--- config.mk ---
export PLATFORM = sky130hd
export DESIGN_NAME = tank_level_conditioner
export DESIGN_NICKNAME = d
export VERILOG_FILES = /design/src/rtl/irrigation_pkg.sv /design/src/rtl/debounce_channel.sv /design/src/rtl/tank_level_conditioner.sv
export SDC_FILE = /design/constraint.sdc
export NUM_CORES = 1
export LEC_CHECK = 0
export CAP_MARGIN = 20
export CORE_MARGIN = 8
export CORE_UTILIZATION = 45
export CTS_CLUSTER_SIZE = 28
export DETAILED_ROUTE_END_ITERATION = 7
export PLACE_DENSITY = 0.7
export SYNTH_ARGS = -nofsm -noshare
export SYNTH_HDL_FRONTEND = slang
export SYNTH_SLANG_ARGS = --single-unit
--- constraint.sdc ---
create_clock -name clock -period 2.1 [get_ports clock]
set_input_delay 0.315 -clock clock [delete_from_list [all_inputs] [get_ports clock]]
set_output_delay 0.315 -clock clock [all_outputs]
set_load 0.005 [all_outputs]
--- src/rtl/irrigation_pkg.sv ---
// Shared types for the tank level conditioner: consistency-FSM states and
// the three-probe level pattern with its legal values.
package irrigation_pkg;

  typedef enum logic [1:0] {
    ST_OK      = 2'd0,
    ST_SUSPECT = 2'd1,
    ST_FAULT   = 2'd2
  } fsm_state_e;

  typedef struct packed {
    logic high;
    logic mid;
    logic low;
  } level_t;

  // Water fills from the bottom probe up, so only these patterns can occur.
  localparam level_t LVL_EMPTY = 3'b000;
  localparam level_t LVL_LOW   = 3'b001;
  localparam level_t LVL_MID   = 3'b011;
  localparam level_t LVL_FULL  = 3'b111;

  function automatic logic is_valid_level(input level_t lvl);
    return (lvl == LVL_EMPTY) || (lvl == LVL_LOW) ||
           (lvl == LVL_MID)   || (lvl == LVL_FULL);
  endfunction

endpackage

--- src/rtl/debounce_channel.sv ---
// One probe debouncer: the stable value flips after DEBOUNCE_TICKS
// consecutive ticks of disagreement with the raw input.
module debounce_channel #(
  parameter int unsigned DEBOUNCE_TICKS = 8
) (
  input  logic clock,
  input  logic reset,
  input  logic tick_i,
  input  logic raw_i,
  output logic stable_o
);

  localparam int unsigned CW = $clog2(DEBOUNCE_TICKS + 1);
  localparam logic [CW-1:0] CNT_LAST = CW'(DEBOUNCE_TICKS - 1);

  logic [CW-1:0] cnt_q, cnt_d;
  logic          stable_q, stable_d;

  // NOTE: every next-state signal gets its hold value first so no latch is inferred.
  always_comb begin
    cnt_d    = cnt_q;
    stable_d = stable_q;
    if (tick_i) begin
      if (raw_i == stable_q) begin
        cnt_d = '0;
      end else if (cnt_q >= CNT_LAST) begin
        // This tick would reach the threshold: flip and restart together.
        stable_d = ~stable_q;
        cnt_d    = '0;
      end else begin
        cnt_d = cnt_q + 1'b1;
      end
    end
  end

  // NOTE: state registers use non-blocking assignments only, so all flops update together.
  always_ff @(posedge clock) begin
    if (reset) begin
      cnt_q    <= '0;
      stable_q <= 1'b0;
    end else begin
      cnt_q    <= cnt_d;
      stable_q <= stable_d;
    end
  end

  assign stable_o = stable_q;

endmodule

--- src/rtl/tank_level_conditioner.sv ---
// Debounces the three tank probes, rejects physically impossible patterns
// and publishes a registered, validated level to the tank-control FSM.
module tank_level_conditioner
  import irrigation_pkg::*;
#(
  parameter int unsigned DEBOUNCE_TICKS = 8,
  parameter int unsigned FAULT_TICKS    = 16
) (
  input  logic clock,
  input  logic reset,
  input  logic tick,
  input  logic raw_low,
  input  logic raw_mid,
  input  logic raw_high,
  output logic level_low,
  output logic level_mid,
  output logic level_high,
  output logic level_valid,
  output logic sensor_fault,
  output logic level_changed
);

  localparam int unsigned FCW = $clog2(FAULT_TICKS + 1);
  localparam int unsigned WCW = $clog2(DEBOUNCE_TICKS + 1);
  localparam logic [FCW-1:0] F_LAST    = FCW'(FAULT_TICKS - 1);
  localparam logic [WCW-1:0] WARM_DONE = WCW'(DEBOUNCE_TICKS);

  logic   stable_low, stable_mid, stable_high;
  level_t stable;
  logic   pattern_ok;

  debounce_channel #(.DEBOUNCE_TICKS(DEBOUNCE_TICKS)) u_db_low (
    .clock(clock), .reset(reset), .tick_i(tick), .raw_i(raw_low),  .stable_o(stable_low)
  );
  debounce_channel #(.DEBOUNCE_TICKS(DEBOUNCE_TICKS)) u_db_mid (
    .clock(clock), .reset(reset), .tick_i(tick), .raw_i(raw_mid),  .stable_o(stable_mid)
  );
  debounce_channel #(.DEBOUNCE_TICKS(DEBOUNCE_TICKS)) u_db_high (
    .clock(clock), .reset(reset), .tick_i(tick), .raw_i(raw_high), .stable_o(stable_high)
  );

  assign stable     = level_t'({stable_high, stable_mid, stable_low});
  assign pattern_ok = is_valid_level(stable);

  fsm_state_e     state_q, state_d;
  logic [FCW-1:0] cnt_q, cnt_d;
  logic [WCW-1:0] warm_q, warm_d;
  level_t         pub_q, pub_d;
  logic           changed_q, changed_d;
  logic           eval_q;

  // The FSM acts one clock after each tick, once the new stable values exist.
  always_comb begin
    state_d = state_q;
    cnt_d   = cnt_q;
    pub_d   = pub_q;
    if (eval_q) begin
      unique case (state_q)
        ST_OK: begin
          if (pattern_ok) begin
            pub_d = stable;
          end else if (FAULT_TICKS == 1) begin
            state_d = ST_FAULT;
            cnt_d   = '0;
          end else begin
            state_d = ST_SUSPECT;
            cnt_d   = FCW'(1);
          end
        end
        ST_SUSPECT: begin
          if (pattern_ok) begin
            state_d = ST_OK;
            cnt_d   = '0;
            pub_d   = stable;
          end else if (cnt_q >= F_LAST) begin
            state_d = ST_FAULT;
            cnt_d   = '0;
          end else begin
            cnt_d = cnt_q + 1'b1;
          end
        end
        ST_FAULT: begin
          // Recovery needs an unbroken run of valid ticks.
          if (!pattern_ok) begin
            cnt_d = '0;
          end else if (cnt_q >= F_LAST) begin
            state_d = ST_OK;
            cnt_d   = '0;
            pub_d   = stable;
          end else begin
            cnt_d = cnt_q + 1'b1;
          end
        end
        default: begin
          state_d = ST_OK;
          cnt_d   = '0;
        end
      endcase
    end
    changed_d = (pub_d != pub_q);
    warm_d    = (tick && (warm_q != WARM_DONE)) ? warm_q + 1'b1 : warm_q;
  end

  always_ff @(posedge clock) begin
    if (reset) begin
      state_q   <= ST_OK;
      cnt_q     <= '0;
      warm_q    <= '0;
      pub_q     <= LVL_EMPTY;
      changed_q <= 1'b0;
      eval_q    <= 1'b0;
    end else begin
      state_q   <= state_d;
      cnt_q     <= cnt_d;
      warm_q    <= warm_d;
      pub_q     <= pub_d;
      changed_q <= changed_d;
      eval_q    <= tick;
    end
  end

  assign level_low     = pub_q.low;
  assign level_mid     = pub_q.mid;
  assign level_high    = pub_q.high;
  assign level_valid   = (state_q == ST_OK) && (warm_q == WARM_DONE);
  assign sensor_fault  = (state_q == ST_FAULT);
  assign level_changed = changed_q;

endmodule

Yosys cells after proc, flatten, opt, wreduce, memory -nomap -nowiden --
Cells that the tools add are included.
Storage, ports and cells: output and inout bits 6, input port bits 6, flip-flop bits (word level) 31, logic and storage cells 79
Operators by class: $lt $le $gt $ge 4, bitwise logic cells 6, mux-type cells 22, reduce and logical (&&, ||, !) cells 13, eq/ne operators 15, add/sub/neg operators 5
Operators by type and width (number):
- 2-to-1 mux 4 bit | 6
- 2-to-1 mux 5 bit | 4
- adder 4 x 1 -> 4 bit, second input constant | 4
- case mux 5 bit (3 select lines) | 1
- greater-or-equal comparator 4 x 3 -> 1 bit, second input constant | 3
- 2-to-1 mux 3 bit | 4
- 2-to-1 mux 2 bit | 5
- AND reduction 3 bit | 3
- NOT 1 bit | 6
- case mux 2 bit (3 select lines) | 1
- case mux 3 bit (2 select lines) | 1
- adder 5 x 1 -> 5 bit, second input constant | 1
- greater-or-equal comparator 5 x 4 -> 1 bit, second input constant | 1
- AND reduction 5 bit | 1
- == test 4 bit, second input constant | 1
- inequality test 2 x 1 -> 1 bit, second input constant | 2
- inequality test 4 bit, second input constant | 1
- == test 1 bit | 3
- == test 3 x 1 -> 1 bit, second input constant | 1
- == test 3 x 2 -> 1 bit, second input constant | 1
- == test 3 bit, second input constant | 1
- logical NOT 3 bit | 1
- logical OR 1 bit | 3
- inequality test 3 bit | 1
- other kinds (8) | 9

Logic depth before layout (Yosys ltp) --
depth after elaboration 8, gate-level depth with buffers 8, gate-level depth less buffers 7

Modules after synthesis --
Synthesis repeated with hierarchy kept, for this count alone.
Unflattened totals: cell total of the unflattened synthesis 184, area total of the unflattened synthesis 1676.6 um^2
Modules (own cells, without submodules):
- tank_level_conditioner | seq. area each 320.3 um^2, cells an instance 109, area an instance 989.7 um^2, instances 1
- debounce_channel | seq. area each 100.1 um^2, cells an instance 25, area an instance 229.0 um^2, instances 3

Least setup slack after synthesis --
Ideal clock, no wire load.
kind reg-to-reg, start register cnt_q[0], end register pub_q, in the netlist level_mid, path slack 0.496 ns, required time 2.012 ns, arrival time 1.516 ns, stages on the path, launching flop included 8, library setup time 0.088 ns, clock period less this slack 1.604 ns, path buffers 0, path through dfxtp_1 ha_1 and3_1 ha_1 nor3b_2 a211o_1 nor2_1 nor4_2
On the way: cells in the longest elaborated chain, start to end 5
RTL lines:
- start: declaration | line tank_level_conditioner.sv:46 | logic [FCW-1:0] cnt_q, cnt_d;
- start signal: assignment | line tank_level_conditioner.sv:114 | cnt_q <= cnt_d;
- greater-or-equal comparator 5 x 4 -> 1 bit | line tank_level_conditioner.sv:86 | end else if (cnt_q >= F_LAST) begin
- 2-to-1 mux 3 bit | line tank_level_conditioner.sv:86
- 2-to-1 mux 3 bit | line tank_level_conditioner.sv:84 | if (!pattern_ok) begin
- case mux 3 bit (2 select lines) | line tank_level_conditioner.sv:58 | unique case (state_q)
- 2-to-1 mux 3 bit | line tank_level_conditioner.sv:57 | if (eval_q) begin
- end signal: assignment | line tank_level_conditioner.sv:116 | pub_q <= pub_d;
- end: declaration | line tank_level_conditioner.sv:48 | level_t pub_q, pub_d;
No other way between the ends. A chain may end at the register's enable or synchronous reset.

Final worst setup path --
start register warm_q[0], end output level_valid
On the way: cells in the longest elaborated chain, start to end 2
RTL lines:
- start: declaration | line tank_level_conditioner.sv:47 | logic [WCW-1:0] warm_q, warm_d;
- start signal: assignment | line tank_level_conditioner.sv:115 | warm_q <= warm_d;
- == test 4 bit | line tank_level_conditioner.sv:125 | assign level_valid = (state_q == ST_OK) && (warm_q == WARM_DONE);
- logical AND 1 bit | line tank_level_conditioner.sv:125
- end: declaration | line tank_level_conditioner.sv:18 | output logic level_valid,
No other way between the ends.

==> results.txt <==
The run finished with clean final reports. The cell count after synthesis came out at 201. The class of the most critical hold timing path is reg -> reg.

The worst register-to-register path begins at cnt_q[0]. In this run the count of I/O pins placed on the die edge is 12. Counting instances, the worst hold path has a depth of 2.

At the worst endpoint, the required time is about 1.8 ns. The number of H-tree branching levels is 2. The final weighted congestion of routability-driven global placement came out at between 0.8 and 0.9. The synthesis-stage register bit count came out at 31. In this run, the number of DRC markers left after iteration 0 of detailed routing was 51.

The routed via count divided by cell count is approximately 5.5. The via count of the first global-routing pass was roughly 1,400. The number of nets in the final layout is 227.

STA classifies the critical path endpoint as an output port. The number of antenna violations at the first check in global routing came to 0. Yosys printed 0 warnings. After detailed routing, the number of remaining DRC violations is 0.

After global routing, the most crowded layer is met2. The met1 capacity usage during global routing came out at 0.134. The global router's overall resource usage came out at 0.118.

Summed over all cells, the static leakage comes to 0.715 nW. The post-detailed-route wirelength per cell is about 13 um. Of the cells placed in the final design, the portion with a size suffix greater than 1 is 0.102. The average size of a mapped cell came out at 8.30 sq um. The first global-routing pass estimated around 5.8 mm of wire. Detailed placement finished with a half-perimeter wire length of between 2 and 2.5 mm. In this run the critical register-to-register path is captured at level_mid. In this run the tightest slew margin relative to its limit is 0.708. The clock tree buffer depth came out at 2. The pin count of the biggest net entering global routing is 19.

Along the worst path, the maximum fanout reaches 4. The max-slew violation count is 0. The start point of the worst min-delay path is u_db_low.cnt_q[3]. The area growth from synthesis to layout is 14.0%.

From left edge to right edge, the die measures 76.9 um. The highest clock rate came out at 515 MHz. The library cell used most frequently in the layout, excluding fill and tap cells, is sky130_fd_sc_hd__dfxtp_1. At the pin with the least slew margin, the transition time is roughly 0.44 ns.

The net count after synthesis is approximately 210. The cell sitting at the root of the clock tree is a sky130_fd_sc_hd__clkbuf_8. The start-to-end type of the worst setup path is reg -> out. The overall via count from detail_route is about 1,400. The post-synth design cell area came out at 1670 sq um. The total global routing overflow is 0. The initial core utilization is 0.463.

The share of the clock period used by the worst path came out at 0.925. The path with the worst hold slack has its endpoint at u_db_low.cnt_q[3]. After detailed routing, the total wire length is approximately 3.3 mm. The core footprint came out at roughly 3600 sq um. Measured in cells, the most critical reg-to-reg path has a length of 7. The startpoint class of the critical path is a flop. Buffers inserted during clock tree synthesis total 5. The initialized floorplan defines 22 standard-cell rows. For this design the ratio of total power to cell area is between 500 and 600 nW/um^2. The clock latency on the worst-skew pair came out at between 0.2 and 0.3 ns. The sequential fraction of the synthesis area came out at 0.372.

For flop-to-flop paths, the worst setup slack is between 0.3 and 0.4 ns. The die is 76.9 um tall. The worst hold slack after final layout is just under 0.5 ns. The count of antenna-violating nets left after detailed routing came out at 0. The met3 global-route usage is 0.0513. The post-CTS clock slew at the launch and capture registers of the worst setup and hold paths came out at 0.06 ns. The count of inserted antenna diode cells is 0.

In the layout the commonest cells are sky130_fd_sc_hd__dfxtp_1, sky130_fd_sc_hd__nor2_1, sky130_fd_sc_hd__a21oi_1, sky130_fd_sc_hd__nand2_1. The post-route setup TNS came out at 0 ns. The number of iterations in the first detailed-routing pass came out at 4. The number of buffers added to fix hold violations after cts is 0. The post-cts sizing count is 0. The final hold violation count was 0. The distinct cell type count of the synthesized netlist is 46. The post-CTS setup buffer count came out at 0. The clock tree skew after final layout came out at ~0.0045 ns. The data arrival time of the worst path is 1.63 ns.

The met2 demand-to-capacity share in global routing came out at 0.183. The filler cell count in the final layout came out at around 350. Setup repair after global routing left no endpoint under its margin. The floorplan step defined a die boundary enclosing just under 6000 sq um. Measured on the finished design, the core utilization comes to 0.527.

TritonCTS built the clock tree. The maximum vdd ir drop is roughly 0.43 mV. The max-cap violation count is 0. Setup violations remaining at the end of the flow were counted as 0. The time the worst path needs with I/O delays and setup came out at between 1.5 and 2 ns. Port buffering added 11 buffers. The number of sinks driven by the clock tree came out at 31.
-- synthesized netlist by cell type, drive strengths merged --
| cell | number | area (sq um) |
|---|---|---|
| and2 | 2 | 12.5 |
| a32oi | 2 | 17.5 |
| xnor2 | 3 | 26.3 |
| and3 | 3 | 18.8 |
| a32o | 1 | 10.0 |
| mux2i | 3 | 30.0 |
| o21bai | 2 | 15.0 |
| o2111ai | 4 | 35.0 |
| o31a | 1 | 8.76 |
| nand4 | 7 | 43.8 |
| ha | 7 | 87.6 |
| a21oi | 20 | 100 |
| o31ai | 2 | 15.0 |
| nand2b | 2 | 12.5 |
| a311oi | 1 | 8.76 |
| nand3 | 6 | 30.0 |
| nor4b | 1 | 8.76 |
| nand3b | 2 | 15.0 |
| a22oi | 3 | 22.5 |
| a31oi | 1 | 6.26 |
| dfxtp | 31 | 621 |
| nor3b | 1 | 12.5 |
| nand2 | 18 | 70.1 |
| nor3 | 1 | 10.0 |
| nor2 | 27 | 101 |
| a41oi | 1 | 8.76 |
| o21ai | 7 | 35.0 |
| xor2 | 3 | 26.3 |
| inv | 11 | 41.3 |
| or2 | 2 | 15.0 |
| o211ai | 2 | 15.0 |
| a21o | 2 | 15.0 |
| nor4 | 2 | 18.8 |
| a211oi | 3 | 37.5 |
| a2111oi | 1 | 15.0 |
| clkbuf | 5 | 18.8 |
| a211o | 1 | 8.76 |
| buf | 5 | 40.0 |
| nor2b | 4 | 25.0 |
| and3b | 1 | 8.76 |
-- metal layers --
layer	vias to the layer above	routed length, um
met1	670	1620
met2	25	1450
li1	745	-
met5	-	0
met4	0	60
met3	7	167
-- sequential cells by signal, indices dropped and copies added, names as in the netlist --
register and count:
cnt_q 5, eval_q 1, level_changed 1, level_high 1
level_low 1, level_mid 1, state_q 2, u_db_high.cnt_q 4
u_db_high.stable_o 1, u_db_low.cnt_q 4, u_db_low.stable_o 1, u_db_mid.cnt_q 4
u_db_mid.stable_o 1, warm_q 4
-- where the power goes --
| group | total [W] | switching, W | leakage [nW] | internal [W] |
|---|---|---|---|---|
| Combinational | 0.0000756 | 0.0000420 | 0.416 | 0.0000335 |
| Sequential | 0.000606 | 0.00000828 | 0.251 | 0.000598 |
| Clock | 0.000448 | 0.000222 | 0.0477 | 0.000226 |
-- cell type report --
cell class | instances | area, sq um | share of cell area
clock inverter | 3 | 15.0 | 0.00790
multi-input combinational | 149 | 947 | 0.498
timing repair buffer | 16 | 148 | 0.0777
inverter | 11 | 41.3 | 0.0217
sequential | 31 | 621 | 0.327
clock buffer | 5 | 68.8 | 0.0362
tap | 48 | 60.1 | 0.0316
-- cells by family after synthesis --
group,Yosys count,synth area share
xor gates and xnor gates,6,0.0315
and+or+nand+nor,79,0.242
DFF,31,0.372
adders and majority gates,7,0.0525
buffers and inverters,21,0.0600
AOI/OAI and AO/OA,54,0.224
muxes,3,0.0180
-- worst max-delay path by stage --
stage | startpoint | slack (ns) | end | depth (start not counted)
after floorplan | cnt_q[0] | 0.50 | level_mid | 7
after global placement | cnt_q[0] | 0.42 | level_mid | 7
after detailed placement | cnt_q[0] | 0.35 | level_mid | 7
after CTS | warm_q[0] | 0.11 | level_valid | 5
after global routing | warm_q[0] | 0.04 | level_valid | 5
final | warm_q[0] | 0.16 | level_valid | 5
-- worst max-delay path: stages (launching register included) --
cell and delay, ns:
sky130_fd_sc_hd__dfxtp_1 0.33, sky130_fd_sc_hd__inv_1 0.09, sky130_fd_sc_hd__ha_1 0.14, sky130_fd_sc_hd__nand3b_1 0.14
sky130_fd_sc_hd__nor2_1 0.13, sky130_fd_sc_hd__clkdlybuf4s50_1 0.51
-- stage by stage --
stage | worst slack (ns) | power, W | cells | area (sq um)
floorplan | 0.496 | 0.000667 | 201 | 1670
global placement | 0.422 | 0.000695 | 255 | 1820
detailed placement | 0.349 | 0.000696 | 255 | 1820
CTS | 0.113 | 0.00115 | 263 | 1900
global route | 0.0388 | 0.00118 | 263 | 1900
finish | 0.158 | 0.00113 | 263 | 1900
Power figures use the tool's default switching activity.
